[config.mk]
export PLATFORM = sky130hd
export DESIGN_NAME = serial_sub_ctrl
export DESIGN_NICKNAME = d
export VERILOG_FILES = /design/src/rtl/serial_sub_pkg.sv /design/src/rtl/serial_sub_ctrl_cell.sv /design/src/rtl/serial_sub_ctrl.sv
export SDC_FILE = /design/constraint.sdc
export NUM_CORES = 1
export LEC_CHECK = 0
export CAP_MARGIN = 0
export CORE_AREA = 4 4 56 58
export CTS_CLUSTER_SIZE = 16
export DETAILED_ROUTE_END_ITERATION = 16
export DIE_AREA = 0 0 60 62
export HOLD_SLACK_MARGIN = 0.1
export MAX_ROUTING_LAYER = met4
export PLACE_DENSITY_LB_ADDON = 0.1
export SYNTH_ARGS = -nofsm -noshare
export SYNTH_HDL_FRONTEND = slang
export SYNTH_HIERARCHICAL = 1
export SYNTH_SLANG_ARGS = --single-unit
[constraint.sdc]
create_clock -name clk -period 2.6 [get_ports clk]
set_clock_uncertainty 0.2 [all_clocks]
set_input_delay 0.65 -clock clk [delete_from_list [all_inputs] [get_ports clk]]
set_output_delay 0.65 -clock clk [all_outputs]
set_load 0.05 [all_outputs]
[src/rtl/serial_sub_pkg.sv]
// Shared types and constants for the bit-serial subtractor.
// Holds the controller state encoding and default operand width.
package serial_sub_pkg;

  localparam int DEF_WIDTH = 5;

  typedef enum logic [1:0] {
    IDLE = 2'd0,
    RUN  = 2'd1,
    DONE = 2'd2
  } state_t;

endpackage

[src/rtl/serial_sub_ctrl_cell.sv]
// One-bit full-difference cell used once per serial step.
// Produces the difference bit and the borrow into the next bit.
module diff_bit_cell (
  input  logic a,
  input  logic b,
  input  logic bin,
  output logic d,
  output logic bout
);

  assign d    = a ^ b ^ bin;
  assign bout = (~a & b) | (~(a ^ b) & bin);

endmodule

[src/rtl/serial_sub_ctrl.sv]
// Bit-serial subtractor: one difference bit per RUN cycle, LSB first.
// Results update only when DONE is entered and hold until the next DONE.
module serial_sub_ctrl
  import serial_sub_pkg::*;
#(
  parameter int WIDTH = DEF_WIDTH
) (
  input  logic             clk,
  input  logic             rst,
  input  logic             start,
  input  logic [WIDTH-1:0] x,
  input  logic [WIDTH-1:0] y,
  output logic             busy,
  output logic             done,
  output logic [WIDTH-1:0] diff,
  output logic             borrow,
  output logic             neq
);

  localparam int CW = $clog2(WIDTH);
  localparam logic [CW-1:0] LAST = CW'(WIDTH - 1);

  state_t state;
  state_t state_nxt;

  logic [WIDTH-1:0] xs;
  logic [WIDTH-1:0] ys;
  logic [WIDTH-1:0] res;
  logic [CW-1:0]    cnt;
  logic             bin;
  logic             neq_acc;
  logic             d;
  logic             bout;
  logic             last;

  diff_bit_cell u_cell (
    .a    (xs[0]),
    .b    (ys[0]),
    .bin  (bin),
    .d    (d),
    .bout (bout)
  );

  assign last = (cnt == LAST);

  always_ff @(posedge clk) begin
    if (rst) state <= IDLE;
    else     state <= state_nxt;
  end

  always_comb begin
    state_nxt = state;
    busy      = 1'b0;
    done      = 1'b0;
    unique case (state)
      IDLE: if (start) state_nxt = RUN;
      RUN: begin
        busy = 1'b1;
        if (last) state_nxt = DONE;
      end
      DONE: begin
        done      = 1'b1;
        state_nxt = IDLE;
      end
      default: state_nxt = IDLE;
    endcase
  end

  always_ff @(posedge clk) begin
    if (rst) begin
      xs      <= '0;
      ys      <= '0;
      res     <= '0;
      cnt     <= '0;
      bin     <= 1'b0;
      neq_acc <= 1'b0;
      diff    <= '0;
      borrow  <= 1'b0;
      neq     <= 1'b0;
    end else if (state == IDLE && start) begin
      xs      <= x;
      ys      <= y;
      cnt     <= '0;
      bin     <= 1'b0;
      neq_acc <= 1'b0;
    end else if (state == RUN) begin
      res     <= {d, res[WIDTH-1:1]};
      bin     <= bout;
      neq_acc <= neq_acc | (xs[0] ^ ys[0]);
      xs      <= xs >> 1;
      ys      <= ys >> 1;
      cnt     <= cnt + 1'b1;
      // Final bit goes straight to the outputs on the edge into DONE.
      if (last) begin
        diff   <= {d, res[WIDTH-1:1]};
        borrow <= bout;
        neq    <= neq_acc | (xs[0] ^ ys[0]);
      end
    end
  end

endmodule

==> results of run 1 <==
## registers in the layout, summed over array words and instances (netlist names)
name	cells
cnt	3
diff	5
ys	5
neq	1
neq_acc	1
bin	1
borrow	1
xs	5
state	2
res	4
## cell type report
| type | instances | area, um^2 | share of cell area |
|---|---|---|---|
| multi-input cells | 92 | 612 | 0.397 |
| flip-flops and latches | 28 | 561 | 0.364 |
| repair buffers | 25 | 248 | 0.161 |
| well taps | 31 | 38.8 | 0.0252 |
| clock inverters | 1 | 30.0 | 0.0195 |
| inverters | 8 | 30.0 | 0.0195 |
| clock buffers | 3 | 22.5 | 0.0146 |
## path summary, 6_finish.rpt
| kind | from | endpoint | slack (ns) | depth (start not counted) |
|---|---|---|---|---|
| max reg2reg | state[0] | xs[1] | 0.82 | 5 |
| max | diff[0] | diff[0] | 0.25 | 1 |
| min reg2reg | bin | bin | 0.27 | 2 |
| min | bin | bin | 0.27 | 2 |
## cell usage after synthesis, drive strengths merged (2+ instances only)
cell type | n | area share
clkbuf | 2 | 0.0059
inv | 8 | 0.024
dfxtp | 28 | 0.44
nand2 | 20 | 0.059
nand3 | 2 | 0.016
a21oi | 15 | 0.062
mux2i | 6 | 0.047
a211oi | 8 | 0.067
nand2b | 3 | 0.027
buf | 5 | 0.044
nor3 | 2 | 0.0079
o22ai | 2 | 0.0099
xor2 | 2 | 0.014
ha | 2 | 0.020
nor2 | 21 | 0.076
## metrics by stage
step / total power, mW / worst slack (ns)
2_1_floorplan: 0.565 / 0.569
3_3_place_gp: 0.601 / 0.276
3_5_place_dp: 0.604 / 0.250
4_1_cts: 0.890 / 0.231
5_1_grt: 0.925 / 0.178
6_report: 0.880 / 0.246
## power by group
| group | switching [mW] | internal [mW] |
|---|---|---|
| logic | 0.0664 | 0.0604 |
| clock network | 0.130 | 0.156 |
| registers | 0.0180 | 0.449 |
| total | 0.215 | 0.665 |
## layer usage
metal  global-route usage  wire length (um)
met1                0.183              1170
met2                0.238              1070
met3               0.0186                77
met4               0.0696                18
met5                    -                 0
## cells by family after synthesis
family,share of synthesized area
simple gates,0.225
flops,0.443
compound gates,0.154
buf+inv,0.0741
mux,0.0474
xor+xnor,0.0208
fa+ha+maj,0.0356
==> flow_summary.yaml, run 1 <==
floorplan:
  core_area_mm2: 0.00266
  initial_core_util: 0.476
  die_y_um: 62
  num_rows: 19
  die_area_mm2: 0.00372
  die-width_um: 60
  ios: 22
synthesis:
  ys_seq_area_frac: 0.443
  yosys_warnings: 6
  synth_nets: 151
  synthCells: 135
  netlist_area_mm2: 0.00127
  synth_edf_count: 0
  ys_seq_elements: 28
  synthFlopType: "dfxtp_1"
  yosysUniqueCellTypes: 32
  async_reset_ff_frac: 0
  syn_avg_cell_area_um2: 9.38
layout:
  fill_cells: 255
  mostFrequentLayoutCells: "dfxtp_1 (28), nand2_1 (20), clkdlybuf4s50_1 (19), nor2_1 (16), a21oi_1 (14)"
  drive_gt1_frac: 0.178
  final_common_cell: "dfxtp_1"
  antennaDiodeCount: 0
  instances_no_fill: 188
  fin_nets: 174
  final_core_util: 0.579
  area_growth_pct: 21.7
  finalInstanceArea_mm2: 0.00154
worst_setup_path:
  crit_required_ns: 1.75
  crit_type: "flop to output port"
  critPathLaunchType: "flop"
  cp.arrival_ns: 1.50
  slowest_delay_ns: 0.80
  end_kind: "output port"
  cp_top_family: "buffers and inverters"
  crit_fanout: 2
  crit_chain: "clkdlybuf4s50_1"
  crit_slowest_cell: "clkdlybuf4s50_1"
  cp.buffers_inverters: 1
power_and_ir_drop:
  leakagePower_nw: 0.605
  vdd.ir_drop.worst_mv: 0.402
  p_per_area_mw_per_mm2: 571
sta:
  hold_violations: 0
  tns_ns: 0
  post-route-min-period_ns: 2.35
  tightest_slew_ns: 0.500
  period_share: 0.905
  timing.hold.ws_ns: 0.274
  slew_viol_final: 0
  rsz0062_at_grt: "false"
  relSlewSlack: 0.666
  max_freq_mhz: 425
  report.final.setup_viol: 0
detailed_routing:
  route.detailed.drc: 0
  drt_iter0_markers: 42
  vias: 945
  drtAntennaViolNets: 0
  first_pass_iters: 4
  routed_wl_um: 2340
  viasPerCell: 5.03
  wl_per_cell_um: 12.5
clock_tree:
  cts.sinks: 28
  insertion_delay_ns: 0.33
  htreeDepth: 1
  ctsRootBufferMaster: "clkbuf_4"
  cts_setup_buffers: 0
  cts.path.max_buffers: 2
  ctsHoldBuffers: 0
  clk_pin_slew_ns: 0.16
  cts_tree: "built"
  cts_made_buffers: 3
  post_cts_resize_count: 0
grt:
  globalRoute.totalOverflow: 0
  antenna_found_initial: 0
  grt_pass1_wl_um: 4000
  grt_usage: 0.147
  grt_max_degree: 17
  grt_pass1_vias: 909
placement:
  placed_area_mm2: 0.00149
  hpwl_um: 1690
  place_congestion: 0.730
  io_buffers: 21
  numPlacedInstances: 184
worst_hold_path:
  hold_class: "flop to flop"
flow_run:
  cap_violations: 0
outcome:
  outcome: "finished clean"
Note: power is estimated with default switching activity, not from simulation.
==> inputs of run 2 (changes only) <==
Settings changed: CAP_MARGIN 0 to unset.
==> results of run 2 <==
No change in the layout: final DEF, timing and power equal those of run 1.
